<file path="src/rtl/instr_fetch_unit_pkg.sv">
// Shared definitions for the instruction fetch unit: bus/field widths,
// instruction field bit positions, FSM state encoding and the NOP word.
// TIMEOUT_CYCLES is consumed only when FETCH_TIMEOUT_EN is defined.
package instr_fetch_unit_pkg;
    localparam int INSTR_WIDTH     = 16;
    localparam int ADDR_WIDTH      = 16;
    localparam int OPCODE_WIDTH    = 4;
    localparam int REG_ADDR_WIDTH  = 3;
    localparam int IMMEDIATE_WIDTH = 6;
    localparam int TIMEOUT_CYCLES  = 15;

    // Field LSB positions inside the IR
    localparam int OPCODE_LSB = 12;
    localparam int RS_LSB     = 9;
    localparam int RT_LSB     = 6;
    localparam int RD_LSB     = 3;
    localparam int IMM_LSB    = 0;

    localparam logic [INSTR_WIDTH-1:0] NOP_INSTR = 16'h0000;

    typedef enum logic [1:0] {
        FETCH_IDLE    = 2'd0,
        FETCH_WAIT    = 2'd1,
        FETCH_LATCHED = 2'd2
    } fetch_state_e;
endpackage

</file>
<file path="src/rtl/instr_fetch_unit_timeout_ctr.sv">
// fetch_timeout_ctr: counts WAIT cycles without an ack and flags expiry.
// Ports:
//   clk, rst_n  clock, asynchronous active-low reset
//   clear       restart the count (asserted on the edge that enters WAIT)
//   active      fetch unit is in WAIT this cycle
//   ack         memory ack this cycle (an ack always beats expiry)
//   expired     the current cycle is the TIMEOUT_CYCLES-th WAIT cycle with no ack
// Used only when FETCH_TIMEOUT_EN is defined.
module fetch_timeout_ctr
    import instr_fetch_unit_pkg::*;
(
    input  logic clk,
    input  logic rst_n,
    input  logic clear,
    input  logic active,
    input  logic ack,
    output logic expired
);
    localparam int CW = $clog2(TIMEOUT_CYCLES + 1);

    logic [CW-1:0] cnt;

    always_ff @(posedge clk or negedge rst_n) begin
        if (!rst_n)                cnt <= '0;
        else if (clear)            cnt <= '0;
        else if (active && !ack)   cnt <= cnt + CW'(1);
    end

    // cnt holds the number of ack-less WAIT cycles already elapsed, so the
    // cycle seeing TIMEOUT_CYCLES-1 is the last one allowed.
    assign expired = active && !ack && (cnt == CW'(TIMEOUT_CYCLES - 1));
endmodule

</file>
<file path="src/rtl/instr_fetch_unit.sv">
// instr_fetch_unit: fetches one instruction word per fetch_start over a
// req/ack memory handshake, holds it in the IR and slices out the fields.
// Ports:
//   clk, rst_n                 clock, asynchronous active-low reset
//   fetch_start, pc_in         fetch request from the control FSM and its PC
//   mem_rd_req, mem_addr       registered read request / address to memory
//   mem_rd_ack, mem_rdata      memory response
//   fetch_busy                 1 while waiting for memory
//   ir_valid                   IR holds a freshly fetched word
//   opcode, rs, rt, rd, imm    combinational slices of the IR (imm -> sign_extend)
//   pc_next                    latched pc_in + 1
//   bus_err                    1-cycle pulse on fetch timeout
// Optional feature: define FETCH_TIMEOUT_EN to abandon a fetch after
// TIMEOUT_CYCLES ack-less WAIT cycles; otherwise WAIT never times out and
// bus_err is tied low.
module instr_fetch_unit
    import instr_fetch_unit_pkg::*;
(
    input  logic                       clk,
    input  logic                       rst_n,
    input  logic                       fetch_start,
    input  logic [ADDR_WIDTH-1:0]      pc_in,
    output logic                       mem_rd_req,
    output logic [ADDR_WIDTH-1:0]      mem_addr,
    input  logic                       mem_rd_ack,
    input  logic [INSTR_WIDTH-1:0]     mem_rdata,
    output logic                       fetch_busy,
    output logic                       ir_valid,
    output logic [OPCODE_WIDTH-1:0]    opcode,
    output logic [REG_ADDR_WIDTH-1:0]  rs,
    output logic [REG_ADDR_WIDTH-1:0]  rt,
    output logic [REG_ADDR_WIDTH-1:0]  rd,
    output logic [IMMEDIATE_WIDTH-1:0] imm,
    output logic [ADDR_WIDTH-1:0]      pc_next,
    output logic                       bus_err
);
    fetch_state_e           state, state_nxt;
    logic [INSTR_WIDTH-1:0] ir;
    logic                   accept;   // fetch_start taken (ignored in WAIT)
    logic                   latch;    // ack taken (only honoured in WAIT)
    logic                   timeout;

    assign accept     = fetch_start && (state != FETCH_WAIT);
    assign latch      = (state == FETCH_WAIT) && mem_rd_ack;
    assign fetch_busy = (state == FETCH_WAIT);

`ifdef FETCH_TIMEOUT_EN
    fetch_timeout_ctr u_timeout (
        .clk     (clk),
        .rst_n   (rst_n),
        .clear   (accept),
        .active  (state == FETCH_WAIT),
        .ack     (mem_rd_ack),
        .expired (timeout)
    );

    always_ff @(posedge clk or negedge rst_n) begin
        if (!rst_n) bus_err <= 1'b0;
        else        bus_err <= timeout;
    end
`else
    assign timeout = 1'b0;
    assign bus_err = 1'b0;
`endif

    always_ff @(posedge clk or negedge rst_n) begin
        if (!rst_n) state <= FETCH_IDLE;
        else        state <= state_nxt;
    end

    always_comb begin
        state_nxt = state;
        case (state)
            FETCH_IDLE, FETCH_LATCHED: if (fetch_start) state_nxt = FETCH_WAIT;
            FETCH_WAIT: begin
                if (mem_rd_ack)   state_nxt = FETCH_LATCHED;
                else if (timeout) state_nxt = FETCH_IDLE;
            end
            default: state_nxt = FETCH_IDLE;
        endcase
    end

    always_ff @(posedge clk or negedge rst_n) begin
        if (!rst_n) begin
            mem_rd_req <= 1'b0;
            mem_addr   <= '0;
            pc_next    <= '0;
            ir         <= NOP_INSTR;
            ir_valid   <= 1'b0;
        end else if (accept) begin
            mem_rd_req <= 1'b1;
            mem_addr   <= pc_in;
            pc_next    <= pc_in + ADDR_WIDTH'(1);  // wraps at 2^ADDR_WIDTH
            ir_valid   <= 1'b0;
        end else if (latch) begin
            mem_rd_req <= 1'b0;
            ir         <= mem_rdata;
            ir_valid   <= 1'b1;
        end else if (timeout) begin
            // IR keeps the previous word; ir_valid is already 0 in WAIT
            mem_rd_req <= 1'b0;
        end
    end

    assign opcode = ir[OPCODE_LSB +: OPCODE_WIDTH];
    assign rs     = ir[RS_LSB     +: REG_ADDR_WIDTH];
    assign rt     = ir[RT_LSB     +: REG_ADDR_WIDTH];
    assign rd     = ir[RD_LSB     +: REG_ADDR_WIDTH];
    assign imm    = ir[IMM_LSB    +: IMMEDIATE_WIDTH];
endmodule
</file>
<file path="config.mk">
export PLATFORM = sky130hd
export DESIGN_NAME = instr_fetch_unit
export DESIGN_NICKNAME = d
export VERILOG_FILES = /design/src/rtl/instr_fetch_unit_pkg.sv /design/src/rtl/instr_fetch_unit_timeout_ctr.sv /design/src/rtl/instr_fetch_unit.sv
export SDC_FILE = /design/constraint.sdc
export NUM_CORES = 1
export LEC_CHECK = 0
export CAP_MARGIN = 20
export CORE_MARGIN = 3
export CORE_UTILIZATION = 39
export CTS_CLUSTER_DIAMETER = 120
export CTS_CLUSTER_SIZE = 12
export DETAILED_ROUTE_END_ITERATION = 7
export PLACE_DENSITY = 0.76
export SYNTH_ARGS = -nofsm -noshare
export SYNTH_HDL_FRONTEND = slang
export SYNTH_SLANG_ARGS = --single-unit
</file>
<file path="constraint.sdc">
create_clock -name clk -period 1.4 [get_ports clk]
set_input_delay 0.14 -clock clk [delete_from_list [all_inputs] [get_ports clk]]
set_output_delay 0.14 -clock clk [all_outputs]
set_load 0.05 [all_outputs]
</file>
# == Word-level counts from Yosys, hierarchy flattened ==
# Cells that the tools add are included.
# totals
out_inout_bits,55
regBits,52
in_bits,36
# op_classes
reduce_logical,7
add_sub_neg,1
n_eq_ne,5
mux,7
bitwise,1
# ops
operator,n
adder 16 x 1 -> 16 bit (second input constant),1
2-to-1 mux 1 bit,4
2-to-1 mux 2 bit,2
!= test 2 bit (second input constant),2
case mux 2 bit (2 select lines),1
AND reduction 2 bit,2
== test 2 x 1 -> 1 bit (second input constant),1
== test 2 bit (second input constant),1
logical AND 1 bit,2
logical NOT 2 bit,1
!= test 2 x 1 -> 1 bit (second input constant),1
nonzero test 2 bit,1
OR reduction 2 bit,1
NOT 1 bit,1

# == Depth between registers and ports, before layout ==
# Gate-level depths: netlist (run 1).
# depth
ltp_word,4
depth_mapped,6

# == Least setup slack after synthesis (run 1) ==
# OpenSTA, ideal clock, no wires.
# synth_path
path_type,flip-flop to flip-flop
from,reg state[1]
to,reg ir[10]
t_required_ns,1.275
path_stages_with_launch,6
arrival_ns,1.205
path_buffers,1
slack_ns,0.070
setup_time_ns,0.125
path_cell_list,dfrtp_1 > nand2b_4 > inv_4 > nand2_4 > buf_6 > mux2_2
# synth_via
elab_cells_between_ends,6
cone_classes,eq/ne (2); bitwise (1); reduce/logical (3)
# synth_rtl
element,line_no,text
from (decl),instr_fetch_unit.sv:37,"fetch_state_e state, state_nxt;"
from (signal assigned),instr_fetch_unit.sv:68,else state <= state_nxt;
== test 2 x 1 -> 1 bit,-,
via fetch_busy,instr_fetch_unit.sv:27,"output logic fetch_busy,"
logical AND 1 bit,instr_fetch_unit.sv:44,assign latch = (state == FETCH_WAIT) && mem_rd_ack;
AND reduction 2 bit (no line),-,
to (signal assigned),instr_fetch_unit.sv:97,ir <= mem_rdata;
to (decl),instr_fetch_unit.sv:38,logic [INSTR_WIDTH-1:0] ir;
# The timed path passes the listed nets, and every way through them passes these cells.
# A chain may end at the register's enable or synchronous reset.

# == Final worst setup path (run 1) ==
# layout_path
from,in pc_in[2]
to,reg pc_next[13]
# layout_via
elab_chain_cells,1
# layout_lines
element,line_no,text
from (decl),instr_fetch_unit.sv:22,"input logic [ADDR_WIDTH-1:0] pc_in,"
adder 16 x 1 -> 16 bit,instr_fetch_unit.sv:93,pc_next <= pc_in + ADDR_WIDTH'(1);
to (signal assigned),instr_fetch_unit.sv:93,
to (decl),instr_fetch_unit.sv:34,"output logic [ADDR_WIDTH-1:0] pc_next,"
# Every way passes these cells.

==> results.md, run 1 <==
- Hold path depth: 2
- DR iter-0 viols: 93
- Post-Layout Inst Area: 3640 um^2
- Min cycle time layout: 1.34 ns
- Num Clock Sinks: 52
- Core ar.: 5570 um^2
- RSZ-0062 raised after global routing: no
- Max Buffers Root-to-Sink: 2
- Fillers: 455
- Placer Congestion: 0.748
- Num rows: 27
- Antenna violations before repair: 0
- Count of cell types in the netlist: 32
- Reg area: 1300 um^2
- Slowest cell on the critical path: clkdlybuf4s50_1
- Largest net degree at the start of global routing: 34
- Post-route DRC: 0
- Min-delay worst type: input port to register
- Num CTS Buffers: 5
- Routed WL per cell: 15.5 um
- Synthesized cell area: 2270 um^2
- Worst-path fanout max: 4
- Maximum vdd drop: 1280 uV
- Grt total ovfl: 0
- Max Clock Skew: 0.00819 ns
- Final Non-Filler Cells: 368
- Max Cap Viol: 0
- Sequential share of the synthesized area: 0.574
- Power density over the cells: 2120 nW/um^2
- Top delay family on crit path: simple AND/OR/NAND/NOR gates
- Fmax: 0.746 GHz
- Synth Area per Inst: 12.2 um^2
- Crit. End Element: register
- Root buf cell: clkbuf_8
- Die width: 82.2 um
- Static Leak: 1.64 nW
- Detailed-route via count: 1766
- First-pass GRT wire length: 9200 um
- Vias per cell: 4.80
- Max stage delay on crit path: 0.55 ns
- Number of post-CTS setup repair buffers: 0
- Die Area: 6760 um^2
- Dpl cell area: 3480 um^2
- Nets: 332
- Arrival time at the worst endpoint: 1.54 ns
- Inst Count DP: 359
- Clk_lat worst skew: 0.30 ns
- Worst setup path class: input port to register
- Final Hold Vio Count: 0
- Critical Path RT: 1.60 ns
- Crit-path cells: clkdlybuf4s50_1 -> nand4_2 -> nor4_4 -> mux2i_1 -> nand2_1
- Area contributors post-synth: dfrtp_1, mux2_2, nand2_1
- Port buffer count: 89
- Yosys warning count: 0
- Hold EP: mem_addr[6]$_DFFE_PN0P_
- Area Overhead vs Synth: 60.7%
- Fin crit share: 0.958
- R2R Setup Slk: 0.08 ns
- GR Util All Layers: 0.182
- Yosys top cell area share: 0.574
- Antenna-violating nets left: 0
- Critical R2R Capture: mem_addr[2]$_DFFE_PN0P_
- Buf/Inv on CP: 1
- Ports: 91
- Drt pass-1 iters: 4
- Vias in the first global route: 1777
- Worst r2r src: state[1]$_DFFE_PN0P_
- CTS clk-pin slew, worst paths: 0.09 ns
- H-tree levels: 2
- Leading area contributor after synthesis: dfrtp_1
- R2R depth: 4
- Share of cells above drive strength 1: 0.419
- Footprint of the multi-input gates: 896 um^2
- Final Total Pwr: 0.00773 W
- Starting Density: 0.407
- Post-Route WL: 5720 um
- Final setup viols: 0
- Die height: 82.2 um
- Status: finished, final reports clean
- Detail Placement HPWL: 4470 um
- Seq cells post-synth: 52
- Hold_sp: pc_in[6]
- Most common cell after layout, fill and taps aside: buf_4
- CTS tree: done
- Final Max Slew Viols: 0
- Startpoint type of the worst setup path: input port
- Leading cell types in the layout, fill and taps excluded: buf_4, dfrtp_1, clkdlybuf4s50_1
- Syn_nets: 223
- Post-Synthesis Cells: 186
- # diodes: 0
## worst reg2reg max path: stages (launching register included)
cell and delay (ns):
dfrtp_1 0.40, nand2b_4 0.18, nand2_2 0.12, buf_12 0.16
mux2_2 0.35
## power by group
group          internal (W)  leakage [nW]  switching, W  total [W]
Sequential          0.00200         0.619      0.000393    0.00239
Clock              0.000584        0.0614      0.000477    0.00106
Combinational       0.00169         0.962       0.00259    0.00428
## worst max-delay path by stage
stage,startpoint,to,slack [ns],cells past startpoint
finish,pc_in[2],pc_next[13]$_DFFE_PN0P_,0.06,5
global route,pc_in[7],pc_next[13]$_DFFE_PN0P_,0.002,5
CTS,state[0]$_DFFE_PN0P_,ir[8]$_DFFE_PN0P_,0.05,4
detailed placement,pc_in[2],pc_next[13]$_DFFE_PN0P_,-0.21,5
global placement,pc_in[2],pc_next[13]$_DFFE_PN0P_,-0.17,5
floorplan,state[1]$_DFFE_PN0P_,ir[10]$_DFFE_PN0P_,0.07,5
## what timing repair did
action | in CTS | in global routing
setup endpoints to repair | 0 | 14
hold buffers | 1 | 0
hold endpoints to repair | 19 | 0
gates resized for setup | 0 | 4
## sequential cells by signal (all words and copies together), names as in the netlist
name,cells
pc_next,16
mem_addr,16
mem_rd_req,1
state,2
ir_valid,1
ir,16
## through the flow
step                setup slack (ns)  hold WS [ns]  utilization  setup TNS [ns]
detailed placement            -0.213         0.136        0.625           -1.78
finish                        0.0592         0.245        0.653               0
global route                 0.00215         0.233        0.653               0
CTS                           0.0474         0.330        0.649               0
floorplan                     0.0703        -0.156            -               0
global placement              -0.171         0.132        0.625           -1.27
## per-layer routing
layer	share of wire	vias up	track usage
met2	0.53	46	0.304
met3	0.044	8	0.0412
met4	0.013	0	0.0449
met5	0	-	0
met1	0.41	855	0.237
li1	-	857	-
## Yosys cell counts
cell / instances
nand2b_4: 1
o21ai_0: 7
and2_1: 2
inv_4: 1
ha_1: 1
clkbuf_2: 1
o21ai_2: 1
o22ai_1: 1
xnor2_1: 2
dfrtp_1: 52
nand2_2: 1
o211ai_1: 2
conb_1: 1
buf_6: 2
a21o_1: 1
inv_1: 1
nand2_4: 1
and4_1: 2
nor4_2: 1
xor2_1: 9
buf_2: 2
nand4_2: 1
nand2_1: 31
buf_4: 6
nor4_1: 2
and3_1: 1
nand4_1: 6
mux2_2: 30
mux2i_1: 1
o21ai_1: 5
nor3_1: 4
nand3_1: 7
## cells by family after synthesis
kind of cell,Yosys count,share of synthesized area
other cells,1,0.00165
fa+ha+maj,1,0.00552
xor+xnor,11,0.0425
simple gates,60,0.139
buf+inv,13,0.0409
compound gates,17,0.0431
flops,52,0.574
mux,31,0.154
## layout make-up
class	instances	share of cell area
multi-input cells	121	0.246
repair buffers	113	0.336
clock inverters	2	0.0106
inverters	2	0.00275
well taps	72	0.0247
clock buffers	6	0.0227
flip-flops and latches	52	0.357
(Power assumes the default switching activity.)
==> inputs of run 2 (changes only) <==
- CORE_UTILIZATION: 39 -> 50
- DONT_BUFFER_PORTS: unset -> 1
- GPL_ROUTABILITY_DRIVEN: unset -> 0
- MAX_ROUTING_LAYER: unset -> met4
- PLACE_DENSITY: 0.76 -> 0.68
==> run 2 against run 1 <==
Against the previous run: die area down 20%; largest cell class unchanged; sequential share of layout area up 7.1 points; critical path type is now register to register; clock power down 28%; largest power group unchanged.
==> results.md, run 2 (synthesis gave the netlist of run 1 again) <==
- Fmax: 0.743 GHz
- Max Clock Skew: 0.00376 ns
- Port buffer count: 0
- Critical Path RT: 1.58 ns
- Vias per cell: 5.37
- # diodes: 0
- Drt pass-1 iters: 4
- Status: finished, final reports clean
- Post-Route WL: 5240 um
- R2R depth: 4
- R2R Setup Slk: 0.05 ns
- Worst r2r src: state[1]$_DFFE_PN0P_
- Die Area: 5380 um^2
- Setup TNS: 0 ns
- Grt total ovfl: 0
- Die width: 73.3 um
- Crit path to: mem_addr[12]$_DFFE_PN0P_
- Top layer reached by signal wires: met4
- Antenna violations before repair: 0
- Min cycle time layout: 1.35 ns
- Starting Density: 0.543
- Largest net degree at the start of global routing: 53
- Largest regs: ir: 16 flops, mem_addr: 16 flops, pc_next: 16 flops
- Core ar.: 4170 um^2
- DR iter-0 viols: 58
- Power density over the cells: 2180 nW/um^2
- Clk_lat worst skew: 0.30 ns
- Metal2 WL: 2830 um
- Relative slew margins: 0.664
- Arrival time at the worst endpoint: 1.53 ns
- Antenna-violating nets left: 0
- Num CTS Buffers: 5
- Final Max Slew Viols: 0
- Nets: 300
- Crit path launch: state[1]$_DFFE_PN0P_
- H-tree levels: 2
- Leading cell types in the layout, fill and taps excluded: dfrtp_1, buf_4, dlygate4sd3_1
- Routed WL per cell: 16.9 um
- Final setup viols: 0
- Detailed-route via count: 1670
- Worst setup path class: register to register
- Vias in the first global route: 1784
- RSZ-0062 raised after global routing: no
- Max Buffers Root-to-Sink: 2
- First-pass GRT wire length: 8430 um
- Number of post-CTS setup repair buffers: 0
- Post-route DRC: 0
- Min-delay worst type: input port to register
- CTS clk-pin slew, worst paths: 0.08 ns
- Num rows: 23
- Fin crit share: 0.961
- Final setup margin: 0.0547 ns
- Num Clock Sinks: 52
- Met1 wire length: 1940 um
- Die height: 73.3 um
- Startpoint type of the worst setup path: register
- Max Cap Viol: 0
- Detail Placement HPWL: 3500 um
- Root buf cell: clkbuf_8
- Dpl ws: 0.0795 ns
- Crit. End Element: register
- Area Overhead vs Synth: 34.2%
- Worst-path fanout max: 31
- Share of cells above drive strength 1: 0.345
- GR Util All Layers: 0.214
- Ports: 91
- CTS tree: done
- Wire length on met3: 371 um
- Static Leak: 1.37 nW
- Least-Margin Pin Slew: 0.505 ns
- Critical R2R Capture: mem_addr[12]$_DFFE_PN0P_
- Final Hold Vio Count: 0
- Maximum vdd drop: 1620 uV
- Most common cell after layout, fill and taps aside: dfrtp_1
run 2: power breakdown:
part / leakage (nW) / switching (W) / total (W) / internal (W)
clock network: 0.0359 / 0.000444 / 0.000767 / 0.000324
logic: 0.718 / 0.00232 / 0.00337 / 0.00105
registers: 0.619 / 0.000486 / 0.00248 / 0.00200
total: 1.37 / 0.00325 / 0.00662 / 0.00337
run 2: per-layer routing:
metal / up-vias / track usage
met3: 10 / 0.0629
met1: 807 / 0.232
li1: 790 / -
met2: 63 / 0.374
met5: - / -
met4: 0 / 0.0724
run 2: worst min path at each step:
stage,end,slack [ns],depth (start not counted),startpoint
6_report,mem_addr[15]$_DFFE_PN0P_,0.006,2,fetch_start
2_1_floorplan,ir[0]$_DFFE_PN0P_,-0.16,0,rst_n
5_1_grt,pc_next[7]$_DFFE_PN0P_,0.02,2,pc_in[7]
3_3_place_gp,mem_addr[4]$_DFFE_PN0P_,-0.15,0,rst_n
4_1_cts,mem_addr[15]$_DFFE_PN0P_,0.003,2,fetch_start
3_5_place_dp,mem_addr[5]$_DFFE_PN0P_,-0.15,0,rst_n
run 2: cell type report:
class,count,area (um^2)
inverters,2,10.0
flip-flops and latches,52,1300
clock buffers,5,68.8
well taps,50,62.6
fillers,288,1130
multi-input cells,121,872
repair buffers,81,727
run 2: timing repair:
| item | CTS | global route |
|---|---|---|
| hold buffers | 34 | 0 |
| hold endpoints to repair | 85 | 0 |
| gates resized for setup | 0 | 1 |
| endpoints found under the setup margin | 0 | 1 |
run 2: through the flow:
stage                     hold slack, ns  power, W  instances  cell area [um^2]  utilization
after CTS                        0.00277   0.00664        311              3040        0.728
after global placement            -0.154   0.00567        272              2610        0.626
after detailed placement          -0.154   0.00576        272              2610        0.626
after floorplan                   -0.156   0.00490        186              2270            -
final                            0.00628   0.00662        311              3040        0.729
after global routing              0.0183   0.00693        311              3040        0.729
run 2: critical path, stage by stage, from the launching register on:
cell	delay, ns
dfrtp_1	0.38
nand2b_4	0.17
nand2_2	0.10
buf_12	0.19
mux2_2	0.37
